$ cat config.mk
export PLATFORM = sky130hd
export DESIGN_NAME = button_event_decoder
export DESIGN_NICKNAME = d
export VERILOG_FILES = /design/src/rtl/button_event_decoder_pkg.sv /design/src/rtl/button_event_channel.sv /design/src/rtl/button_event_decoder.sv
export SDC_FILE = /design/constraint.sdc
export NUM_CORES = 1
export LEC_CHECK = 0
export CORE_MARGIN = 2
export CORE_UTILIZATION = 55
export CTS_BUF_LIST = sky130_fd_sc_hd__clkbuf_8
export CTS_CLUSTER_DIAMETER = 60
export DETAILED_ROUTE_END_ITERATION = 8
export PLACE_DENSITY = 0.73
export SETUP_SLACK_MARGIN = 0.3
export SLEW_MARGIN = 20
export SYNTH_ARGS = -nofsm -noshare
export SYNTH_HDL_FRONTEND = slang
export SYNTH_HIERARCHICAL = 1
export SYNTH_SLANG_ARGS = --single-unit
$ cat constraint.sdc
create_clock -name clk -period 2.7 [get_ports clk]
set_input_delay 0.54 -clock clk [delete_from_list [all_inputs] [get_ports clk]]
set_output_delay 0.54 -clock clk [all_outputs]
set_load 0.05 [all_outputs]
$ cat src/rtl/button_event_decoder_pkg.sv
//==============================================================================
// button_event_decoder_pkg: channel state encoding and width helpers.
// Revision: 1.0
//==============================================================================
`default_nettype none

package button_event_decoder_pkg;

    typedef logic [1:0] btn_state_t;

    // Encoding is shared with the user-I/O FSMs.
    localparam btn_state_t IDLE    = 2'd0;
    localparam btn_state_t PRESSED = 2'd1;
    localparam btn_state_t HELD    = 2'd2;

    function automatic int cnt_width(input int n_values);
        return (n_values <= 1) ? 1 : $clog2(n_values);
    endfunction

    function automatic int max_of(input int a, input int b);
        return (a > b) ? a : b;
    endfunction

endpackage

`default_nettype wire

$ cat src/rtl/button_event_channel.sv
//==============================================================================
// button_event_channel: one button's edge detector, hold FSM and event pulses.
// Revision: 1.0
//==============================================================================
`default_nettype none

module button_event_channel
    import button_event_decoder_pkg::*;
#(
    parameter int LONG_PRESS_TICKS = 500,
    parameter int REPEAT_TICKS     = 100
) (
    input  logic clk,
    input  logic rst_n,
    input  logic tick,
    input  logic d,
    output logic press,
    output logic release_pulse,
    output logic long_press,
    output logic repeat_pulse,
    output logic held
);

    localparam int CNT_W = cnt_width(max_of(LONG_PRESS_TICKS, REPEAT_TICKS));
    localparam logic [CNT_W-1:0] LP_LAST = CNT_W'(LONG_PRESS_TICKS - 1);
    localparam logic [CNT_W-1:0] RP_LAST = CNT_W'(REPEAT_TICKS - 1);

    btn_state_t       state_q, state_d;
    logic [CNT_W-1:0] cnt_q, cnt_d;
    logic             prev_q;
    logic             press_q, press_d;
    logic             release_q, release_d;
    logic             long_press_q, long_press_d;
    logic             repeat_q, repeat_d;
    logic             held_q, held_d;

    logic rise;
    logic fall;

    assign rise = d & ~prev_q;
    assign fall = ~d & prev_q;

    always_ff @(posedge clk or negedge rst_n) begin
        if (!rst_n) begin
            state_q      <= IDLE;
            cnt_q        <= '0;
            prev_q       <= 1'b0;
            press_q      <= 1'b0;
            release_q    <= 1'b0;
            long_press_q <= 1'b0;
            repeat_q     <= 1'b0;
            held_q       <= 1'b0;
        end else begin
            state_q      <= state_d;
            cnt_q        <= cnt_d;
            prev_q       <= d;
            press_q      <= press_d;
            release_q    <= release_d;
            long_press_q <= long_press_d;
            repeat_q     <= repeat_d;
            held_q       <= held_d;
        end
    end

    // A falling level always takes priority over a tick expiring in the same cycle.
    always_comb begin
        state_d = state_q;
        cnt_d   = cnt_q;
        case (state_q)
            IDLE: begin
                if (rise) begin
                    state_d = PRESSED;
                    cnt_d   = '0;
                end
            end
            PRESSED: begin
                if (fall) begin
                    state_d = IDLE;
                    cnt_d   = '0;
                end else if (tick) begin
                    if (cnt_q == LP_LAST) begin
                        state_d = HELD;
                        cnt_d   = '0;
                    end else begin
                        cnt_d = cnt_q + CNT_W'(1);
                    end
                end
            end
            HELD: begin
                if (fall) begin
                    state_d = IDLE;
                    cnt_d   = '0;
                end else if (tick) begin
                    if (cnt_q == RP_LAST) begin
                        cnt_d = '0;
                    end else begin
                        cnt_d = cnt_q + CNT_W'(1);
                    end
                end
            end
            default: begin
                state_d = IDLE;
                cnt_d   = '0;
            end
        endcase
    end

    always_comb begin
        press_d      = 1'b0;
        release_d    = 1'b0;
        long_press_d = 1'b0;
        repeat_d     = 1'b0;
        held_d       = (state_d != IDLE);
        case (state_q)
            IDLE: begin
                press_d = rise;
            end
            PRESSED: begin
                release_d    = fall;
                long_press_d = ~fall & tick & (cnt_q == LP_LAST);
            end
            HELD: begin
                release_d = fall;
                repeat_d  = ~fall & tick & (cnt_q == RP_LAST);
            end
            default: ;
        endcase
    end

    assign press         = press_q;
    assign release_pulse = release_q;
    assign long_press    = long_press_q;
    assign repeat_pulse  = repeat_q;
    assign held          = held_q;

endmodule

`default_nettype wire

$ cat src/rtl/button_event_decoder.sv
//==============================================================================
// button_event_decoder: shared tick prescaler feeding WIDTH event channels.
// release/repeat are SystemVerilog keywords, hence the _pulse port names.
// Revision: 1.0
//==============================================================================
`default_nettype none

module button_event_decoder
    import button_event_decoder_pkg::*;
#(
    parameter int WIDTH            = 1,
    parameter int TICK_COUNT_MAX   = 125000,
    parameter int LONG_PRESS_TICKS = 500,
    parameter int REPEAT_TICKS     = 100
) (
    input  logic             clk,
    input  logic             rst_n,
    input  logic [WIDTH-1:0] debounced_signal,
    output logic [WIDTH-1:0] press,
    output logic [WIDTH-1:0] release_pulse,
    output logic [WIDTH-1:0] long_press,
    output logic [WIDTH-1:0] repeat_pulse,
    output logic [WIDTH-1:0] held
);

    localparam int TICK_W = cnt_width(TICK_COUNT_MAX);
    localparam logic [TICK_W-1:0] TICK_LAST = TICK_W'(TICK_COUNT_MAX - 1);

    logic [TICK_W-1:0] tick_cnt_q, tick_cnt_d;
    logic              tick_q, tick_d;

    always_ff @(posedge clk or negedge rst_n) begin
        if (!rst_n) begin
            tick_cnt_q <= '0;
            tick_q     <= 1'b0;
        end else begin
            tick_cnt_q <= tick_cnt_d;
            tick_q     <= tick_d;
        end
    end

    // tick is registered from the next count so it aligns with count == max-1.
    always_comb begin
        if (tick_cnt_q == TICK_LAST) begin
            tick_cnt_d = '0;
        end else begin
            tick_cnt_d = tick_cnt_q + TICK_W'(1);
        end
        tick_d = (tick_cnt_d == TICK_LAST);
    end

    generate
        for (genvar i = 0; i < WIDTH; i++) begin : g_channel
            button_event_channel #(
                .LONG_PRESS_TICKS (LONG_PRESS_TICKS),
                .REPEAT_TICKS     (REPEAT_TICKS)
            ) u_channel (
                .clk           (clk),
                .rst_n         (rst_n),
                .tick          (tick_q),
                .d             (debounced_signal[i]),
                .press         (press[i]),
                .release_pulse (release_pulse[i]),
                .long_press    (long_press[i]),
                .repeat_pulse  (repeat_pulse[i]),
                .held          (held[i])
            );
        end
    endgenerate

endmodule

`default_nettype wire
After elaboration in Yosys (flattened, before gate mapping)
Cells that the tools add are included.
{"block": "word_totals", "regBits": 35, "rom_bits": 0, "word_cells": 52, "latchBits": 0, "memories": 0, "ramBits": 0}
{"block": "op_classes", "magnitude_cmp": 0, "muxes": 19, "shifts": 0, "reduce_logical": 4, "n_eq_ne": 9, "n_mul": 0, "addsub": 2, "n_bitwise": 8, "n_div": 0}
{"operator": "9-bit 2-to-1 mux", "n": 7}
{"operator": "17-bit == test, second input constant", "n": 2}
{"operator": "9-bit one-hot mux with 3 select lines", "n": 1}
{"operator": "17-bit by 1-bit adder with 17-bit output, second input constant", "n": 1}
{"operator": "17-bit 2-to-1 mux", "n": 1}
{"operator": "2-bit 2-to-1 mux", "n": 5}
{"operator": "9-bit by 1-bit adder with 9-bit output, second input constant", "n": 1}
{"operator": "9-bit by 7-bit == test with 1-bit output, second input constant", "n": 1}
{"operator": "9-bit == test, second input constant", "n": 1}
{"operator": "3-bit by 2-bit inequality test with 1-bit output, second input constant", "n": 2}
{"operator": "2-bit one-hot mux with 3 select lines", "n": 1}
{"operator": "1-bit AND", "n": 5}
{"operator": "1-bit 2-to-1 mux", "n": 4}
{"operator": "1-bit inverter", "n": 3}
{"operator": "3-bit AND reduction", "n": 1}
{"operator": "2-bit by 1-bit == test with 1-bit output, second input constant", "n": 1}
{"operator": "2-bit == test, second input constant", "n": 1}
{"operator": "2-bit zero test", "n": 1}
{"operator": "2-bit by 1-bit inequality test with 1-bit output, second input constant", "n": 1}
{"operator": "2-bit nonzero test", "n": 1}
{"operator": "2-bit OR reduction", "n": 1}

Logic depth before layout (Yosys ltp)
Gate-level depths: netlist of the first run.
{"block": "logic_depth", "word_depth": 6, "depth_mapped": 8, "ltp_nobuf": 7}

By module
Netlist of the first run, hierarchy kept.
{"module": "button_event_channel", "area_each_um2": 982.2, "instances": 1, "cells_per_inst": 94}
{"module": "button_event_decoder", "area_each_um2": 944.7, "instances": 1, "cells_per_inst": 92}

Least setup slack after synthesis of the first run
OpenSTA, ideal clock, no wires.
{"block": "synth_path", "path_type": "reg-to-reg", "from": "register tick_cnt_q[0]", "to": "register tick_q", "setup_ns": 0.107, "n_path_buf": 1, "path_slack_ns": 0.588, "synth_period_minus_slack_ns": 2.112, "stages_incl_launch_ff": 8, "required_ns": 2.593, "arrival_ns": 2.006, "cell_sequence": "dfrtp_1 ha_1 nand4b_1 nor4_1 and4_1 clkbuf_1 or4_4 a2111oi_4"}
{"block": "synth_between", "elab_chain_len": 3, "elab_cells_between_ends": 4}
{"item": "from (decl)", "line": "button_event_decoder.sv:29", "rtl": "logic [TICK_W-1:0] tick_cnt_q, tick_cnt_d;"}
{"item": "from (signal assigned)", "line": "button_event_decoder.sv:37", "rtl": "tick_cnt_q <= tick_cnt_d;"}
{"item": "17-bit by 1-bit adder with 17-bit output or 17-bit == test (tied branches)", "line": "button_event_decoder.sv:47, button_event_decoder.sv:44"}
{"item": "17-bit 2-to-1 mux (*)", "line": "button_event_decoder.sv:44", "rtl": "if (tick_cnt_q == TICK_LAST) begin"}
{"item": "17-bit == test (*)", "line": "button_event_decoder.sv:49", "rtl": "tick_d = (tick_cnt_d == TICK_LAST);"}
{"item": "via tick_d", "line": "button_event_decoder.sv:30", "rtl": "logic tick_q, tick_d;"}
{"item": "to (signal assigned)", "line": "button_event_decoder.sv:38", "rtl": "tick_q <= tick_d;"}
{"item": "to (decl)", "line": "button_event_decoder.sv:30"}
The timed path passes the listed nets; every way through them passes the cells marked *.
A chain may end at the register's enable or synchronous reset.

Worst setup path after layout of the first run
Same ends and word-level chain as after synthesis.

==> metrics.cfg, run 1 <==
[synth]
synth_edf_count = 0
yosysTopAreaCell = dfrtp_1
synth-main-ff-cell = dfrtp_1
syn_area_mm2 = 0.00193
ys_warn_count = 6
ys_types = 53
synth_cells = 186
yosysSeqAreaShare_pct = 45.5
synth_top_area_share_pct = 45.5
synth_area_leaders = dfrtp_1 45%, nor2_1 4.7%, ha_1 3.9%
synth-seq-cells = 35
async_reset_ff_share_pct = 100
synth_nets = 195
synth.avg_cell_area_um2 = 10.4

[outcome]
status = finished clean

[global_route]
grt.total_usage_pct = 21.4
grt_first_pass_wirelength_um = 6560
grt_pass1_vias = 1501
antenna_found_initial = 0
grt_max_degree = 36
gr-total-overflow = 0

[setup_path]
worstPathArrival_ns = 2.38
cp_num_buf_inv = 0
cp_max_fo = 5
max_stage_delay_ns = 0.44
worstReg2RegStart = tick_cnt_q[0]
path_delay_family = simple AND/OR/NAND/NOR gates
startpoint = tick_cnt_q[0]
cp_data_required_time_ns = 2.88
ff2ff_setup_slack_ns = 0.50
r2r-end = tick_q
endpoint_kind = register
path_class = register to register
critPathLaunchType = register
crit_slowest_cell = or4_4
crit_path_cell_trace = ha_1 > nand4_1 > nor3_2 > a31oi_1 > or4_4 > a2111oi_4
ff2ff_path_depth = 6

[die]
start_util_pct = 57.3
dieArea_mm2 = 0.00399
die_y_um = 63.2
fp.coreArea_mm2 = 0.00336
rows = 21
die_w_um = 63.2
num_io_pins = 8

[timing]
final-setup-viol-count = 0
report.final.slew_viol_count = 0
rsz0062_at_grt = false
holdWs_ns = 0.523
slew_headroom_pct = 66.0
fin_crit_sh_pct = 81.3
totalNegativeSetupSlack_ns = 0
fmax_ghz = 0.455
hold_viol_final = 0
fin_skew_ns = 0.00810
period_needed_ns = 2.20
worstMarginPinSlew_ns = 0.509

[cts]
cts_buffers = 5
clock_latency_ns = 0.28
clock_sinks = 35
clkTransAtPathRegs_ns = 0.07
cts_tree = yes
clockRootBuffer = clkbuf_8
cts.path.max_buffers = 2
post_cts_buffers = 0
htree_levels = 2

[run]
maxCapViolations = 0

[routing]
drt_iter0_drc = 80
viasPerCell = 5.97
first_pass_iters = 4
drc_errors = 0
antenna_left = 0
wl_per_cell_um = 15.1
vias = 1445
wirelength_um = 3650

[power_and_ir_drop]
p_leak_nw = 0.948
power-per-cell-area_mw_per_mm2 = 624
peakVddDrop_mv = 0.348

[placement]
dpl-instance-area_mm2 = 0.00203
io_buffers = 7
place.gp.congestion = 0.867
hpwl_um = 2590

[hold_path]
hold_depth = 1
whs_endpoint = tick_cnt_q[0]
min-delay-start = tick_cnt_q[0]
hp-class = register to register

[layout]
num_antenna_cells = 0
final_common_cell = dfrtp_1
final_util_pct = 63.7
drive_gt1_share_pct = 16.3
layout_common_cells = 35 x dfrtp_1, 24 x nor2_1, 11 x nand2_1, 10 x nand3_1, 8 x xnor2_1
final_area_mm2 = 0.00214
final_nets = 205
syn_to_final_growth_pct = 11.2

## per-layer routing
metal / share of wire [%] / routed length, um / vias to the layer above / global-route usage [%]
met5: 0 / 0 / - / 0
met4: 2.4 / 89 / 0 / 10.9
met3: 4.1 / 150 / 10 / 5.71
met2: 52 / 1900 / 38 / 37.5
met1: 41 / 1510 / 705 / 23.7
li1: - / - / 692 / -
## through the flow
step / power, W / setup WS, ns / instances
after floorplan: 0.000827 / 0.588 / 186
after global placement: 0.000887 / 0.497 / 235
after detailed placement: 0.000903 / 0.452 / 235
after CTS: 0.00135 / 0.431 / 242
after global routing: 0.00141 / 0.395 / 242
final: 0.00134 / 0.504 / 242
## where the power goes
part | total [W] | switching (W) | internal [W]
clock network | 0.000443 | 0.000177 | 0.000267
registers | 0.000571 | 0.0000205 | 0.000551
logic | 0.000323 | 0.000191 | 0.000132
## worst reg2reg max path, stage by stage, from the launching register on
cell and delay [ns]:
dfrtp_1 0.41, ha_1 0.25, nand4_1 0.25, nor3_2 0.31, a31oi_1 0.12, or4_4 0.44
a2111oi_4 0.32
## Yosys cell counts, types with 2 or more instances
cell type	n
nor3_1	3
xnor2_1	8
dfrtp_1	35
inv_1	6
nand2b_1	2
a21o_2	5
a22o_1	6
o21ai_0	6
nor4_1	2
and3_1	3
and4_1	4
a21oi_1	2
nor2_1	24
a31oi_1	2
nand3_1	10
nand2_1	11
or3_2	2
nand4_1	6
xor2_1	6
clkbuf_1	2
nor3b_1	2
nor2b_1	3
ha_1	6
## sequential cells by signal, indices dropped and copies added, names as in the netlist
signal	flops
g_channel.u_channel/cnt_q	9
g_channel.u_channel/held	1
g_channel.u_channel/long_press	1
g_channel.u_channel/press	1
g_channel.u_channel/prev_q	1
g_channel.u_channel/release_pulse	1
g_channel.u_channel/repeat_pulse	1
g_channel.u_channel/state_q	2
tick_cnt_q	17
tick_q	1
## timing repair
item | in CTS | in global routing
hold buffers | 0 | 0
resized for setup | 0 | 1
endpoints found under the setup margin | 0 | 1
## logic make-up (layout without fill, tap and decap cells)
kind of cell	Yosys count	after routing	synth area share, %
adders and majority gates	6	6	3.90
buffers and inverters	11	21	2.60
and+or+nand+nor	89	89	27.5
muxes	2	2	1.10
AOI/OAI and AO/OA	29	29	13.1
DFF	35	35	45.5
xor gates and xnor gates	14	14	6.36
## cell type report
type / count / area [um^2]
multi-input cells: 140 / 1010
clock inverters: 2 / 33.8
repair buffers: 8 / 77.6
inverters: 6 / 22.5
flip-flops and latches: 35 / 876
clock buffers: 5 / 68.8
fillers: 284 / 1220
well taps: 46 / 57.6
## worst max-delay path by stage
stage                                      endpoint  cells after the start
floorplan                                    tick_q                      7
global placement    g_channel[0].u_channel/cnt_q[0]                      6
detailed placement                           tick_q                      6
CTS                                          tick_q                      6
global route                                 tick_q                      6
finish                                       tick_q                      6
Note: power is estimated with default switching activity, not from simulation.
==> run 2: changes to the inputs <==
==> constraint.sdc (replaced) <==
create_clock -name clk -period 2.2 [get_ports clk]
set_input_delay 0.44 -clock clk [delete_from_list [all_inputs] [get_ports clk]]
set_output_delay 0.44 -clock clk [all_outputs]
set_load 0.05 [all_outputs]
==> metrics.cfg, run 2 (synthesis gave the netlist of run 1 again) <==
[timing]
hold_viol_final = 0
worstMarginPinSlew_ns = 0.498
totalNegativeSetupSlack_ns = 0
final-setup-viol-count = 0
report.final.slew_viol_count = 0
slew_headroom_pct = 66.7
rsz0062_at_grt = true
fin_skew_ns = 0.00401
period_needed_ns = 1.95
fmax_ghz = 0.512
fin_crit_sh_pct = 88.8

[setup_path]
r2r-end = tick_q
ff2ff_setup_slack_ns = 0.25
cp_max_fo = 4
crit_path_cell_trace = ha_4 > nand4_1 > nor3_2 > a31oi_1 > or4_4 > a2111oi_4
crit_slowest_cell = or4_4
max_stage_delay_ns = 0.44
critPathLaunchType = register
ff2ff_path_depth = 6
cp_data_required_time_ns = 2.38
worstReg2RegStart = tick_cnt_q[0]
path_class = register to register
startpoint = tick_cnt_q[0]
worstPathArrival_ns = 2.14
endpoint_kind = register
endpoint = tick_q

[outcome]
status = finished clean

[layout]
n_fill_cell = 274
final_area_mm2 = 0.00231
seq_area_um2 = 885
multiInputGateArea_mm2 = 0.00108
regMostFlops = tick_cnt_q
final_util_pct = 68.8
layout_common_cells = 28 x dfrtp_1, 24 x nor2_1, 15 x buf_4, 11 x nand2_1, 10 x nand3_1
final_common_cell = dfrtp_1
final_nets = 219
top_regs = tick_cnt_q (17), g_channel.u_channel/cnt_q (9), g_channel.u_channel/state_q (2)
num_antenna_cells = 0
syn_to_final_growth_pct = 20.0
drive_gt1_share_pct = 28.9
largest_reg_flops = 17

[power_and_ir_drop]
power-per-cell-area_mw_per_mm2 = 691
peakVddDrop_mv = 0.431
p_leak_nw = 1.02

[die]
start_util_pct = 57.3
dieArea_mm2 = 0.00399
die_y_um = 63.2
rows = 21
die_w_um = 63.2
num_io_pins = 8
fp.coreArea_mm2 = 0.00336

[global_route]
use_met1_pct = 26.8
grt_pass1_vias = 1566
met2_usage_pct = 40.3
grt_max_degree = 36
antenna_found_initial = 0
grt.total_usage_pct = 23.2
grt_first_pass_wirelength_um = 7190
top_usage_layer = met2
gr-total-overflow = 0
grt_util_met3_pct = 5.71

[cts]
clock_sinks = 35
htree_levels = 2
ctsHoldBuffers = 0
clockRootBuffer = clkbuf_8
cts_tree = yes
clkTransAtPathRegs_ns = 0.07
cts_buffers = 5
clock_latency_ns = 0.29
cts.path.max_buffers = 2

[routing]
wl_per_cell_um = 16.5
wirelength_um = 4230
drc_errors = 0
antenna_left = 0
viasPerCell = 6.00
first_pass_iters = 4
vias = 1541
drt_iter0_drc = 200

[placement]
dpl-instance-area_mm2 = 0.00210
place.gp.congestion = 0.935
io_buffers = 7
hpwl_um = 2750

[run]
maxCapViolations = 0

[hold_path]
hp-class = input pin to async pin

-- run 2: cell count changes in the layout (fill, tap and decap cells not counted), sizes merged --
cell    change
buf        +14
bufinv      -1
clkinv      +1
inv         +1
-- run 2: metal layers --
metal | share of wire, % | up-vias | routed length, um
met5 | 0 | - | 0
met4 | 2.6 | 0 | 109
met3 | 4.5 | 10 | 192
met2 | 54 | 52 | 2270
met1 | 39 | 761 | 1660
li1 | - | 718 | -
-- run 2: worst min path at each step --
stage / startpoint / to / slack (ns)
after floorplan: rst_n / g_channel[0].u_channel/cnt_q[0] / 0.14
after global placement: g_channel[0].u_channel/prev_q / g_channel[0].u_channel/press / 0.50
after detailed placement: g_channel[0].u_channel/prev_q / g_channel[0].u_channel/press / 0.50
after CTS: g_channel[0].u_channel/prev_q / g_channel[0].u_channel/press / 0.53
after global routing: g_channel[0].u_channel/cnt_q[7] / g_channel[0].u_channel/cnt_q[7] / 0.57
final: rst_n / g_channel[0].u_channel/release_pulse / 0.56
-- run 2: layout make-up --
| cell class | instances | share of cell area [%] |
|---|---|---|
| clock buffers | 5 | 2.98 |
| clock inverters | 3 | 0.541 |
| repair buffers | 22 | 7.90 |
| multi-input cells | 140 | 46.9 |
| flip-flops and latches | 35 | 38.3 |
| well taps | 46 | 2.49 |
| inverters | 6 | 0.974 |
-- run 2: what timing repair did --
action	4_1_cts	5_1_grt
gates resized for setup	6	12
pin swaps	3	3
hold endpoints to repair	0	0
setup endpoints to repair	4	10
buffers inserted	4	4
-- run 2: per-stage QoR --
step / hold slack, ns / instances / setup WS (ns) / power [W]
finish: 0.557 / 257 / 0.246 / 0.00160
global route: 0.572 / 257 / 0.0915 / 0.00169
CTS: 0.529 / 253 / 0.266 / 0.00158
detailed placement: 0.503 / 241 / 0.0504 / 0.00111
global placement: 0.497 / 241 / 0.143 / 0.00110
floorplan: 0.144 / 186 / 0.336 / 0.00101
-- run 2: worst max-delay path, delay by kind of cell, from the launching register on --
kind            cells  cell delay, ns
compound gates      2            0.32
simple gates        3            0.94
flops               1            0.42
fa+ha+maj           1            0.18
-- run 2: power by group --
group / total (W) / internal [W] / switching, W
Sequential: 0.000703 / 0.000677 / 0.0000252
Clock: 0.000435 / 0.000213 / 0.000222
Combinational: 0.000461 / 0.000210 / 0.000251
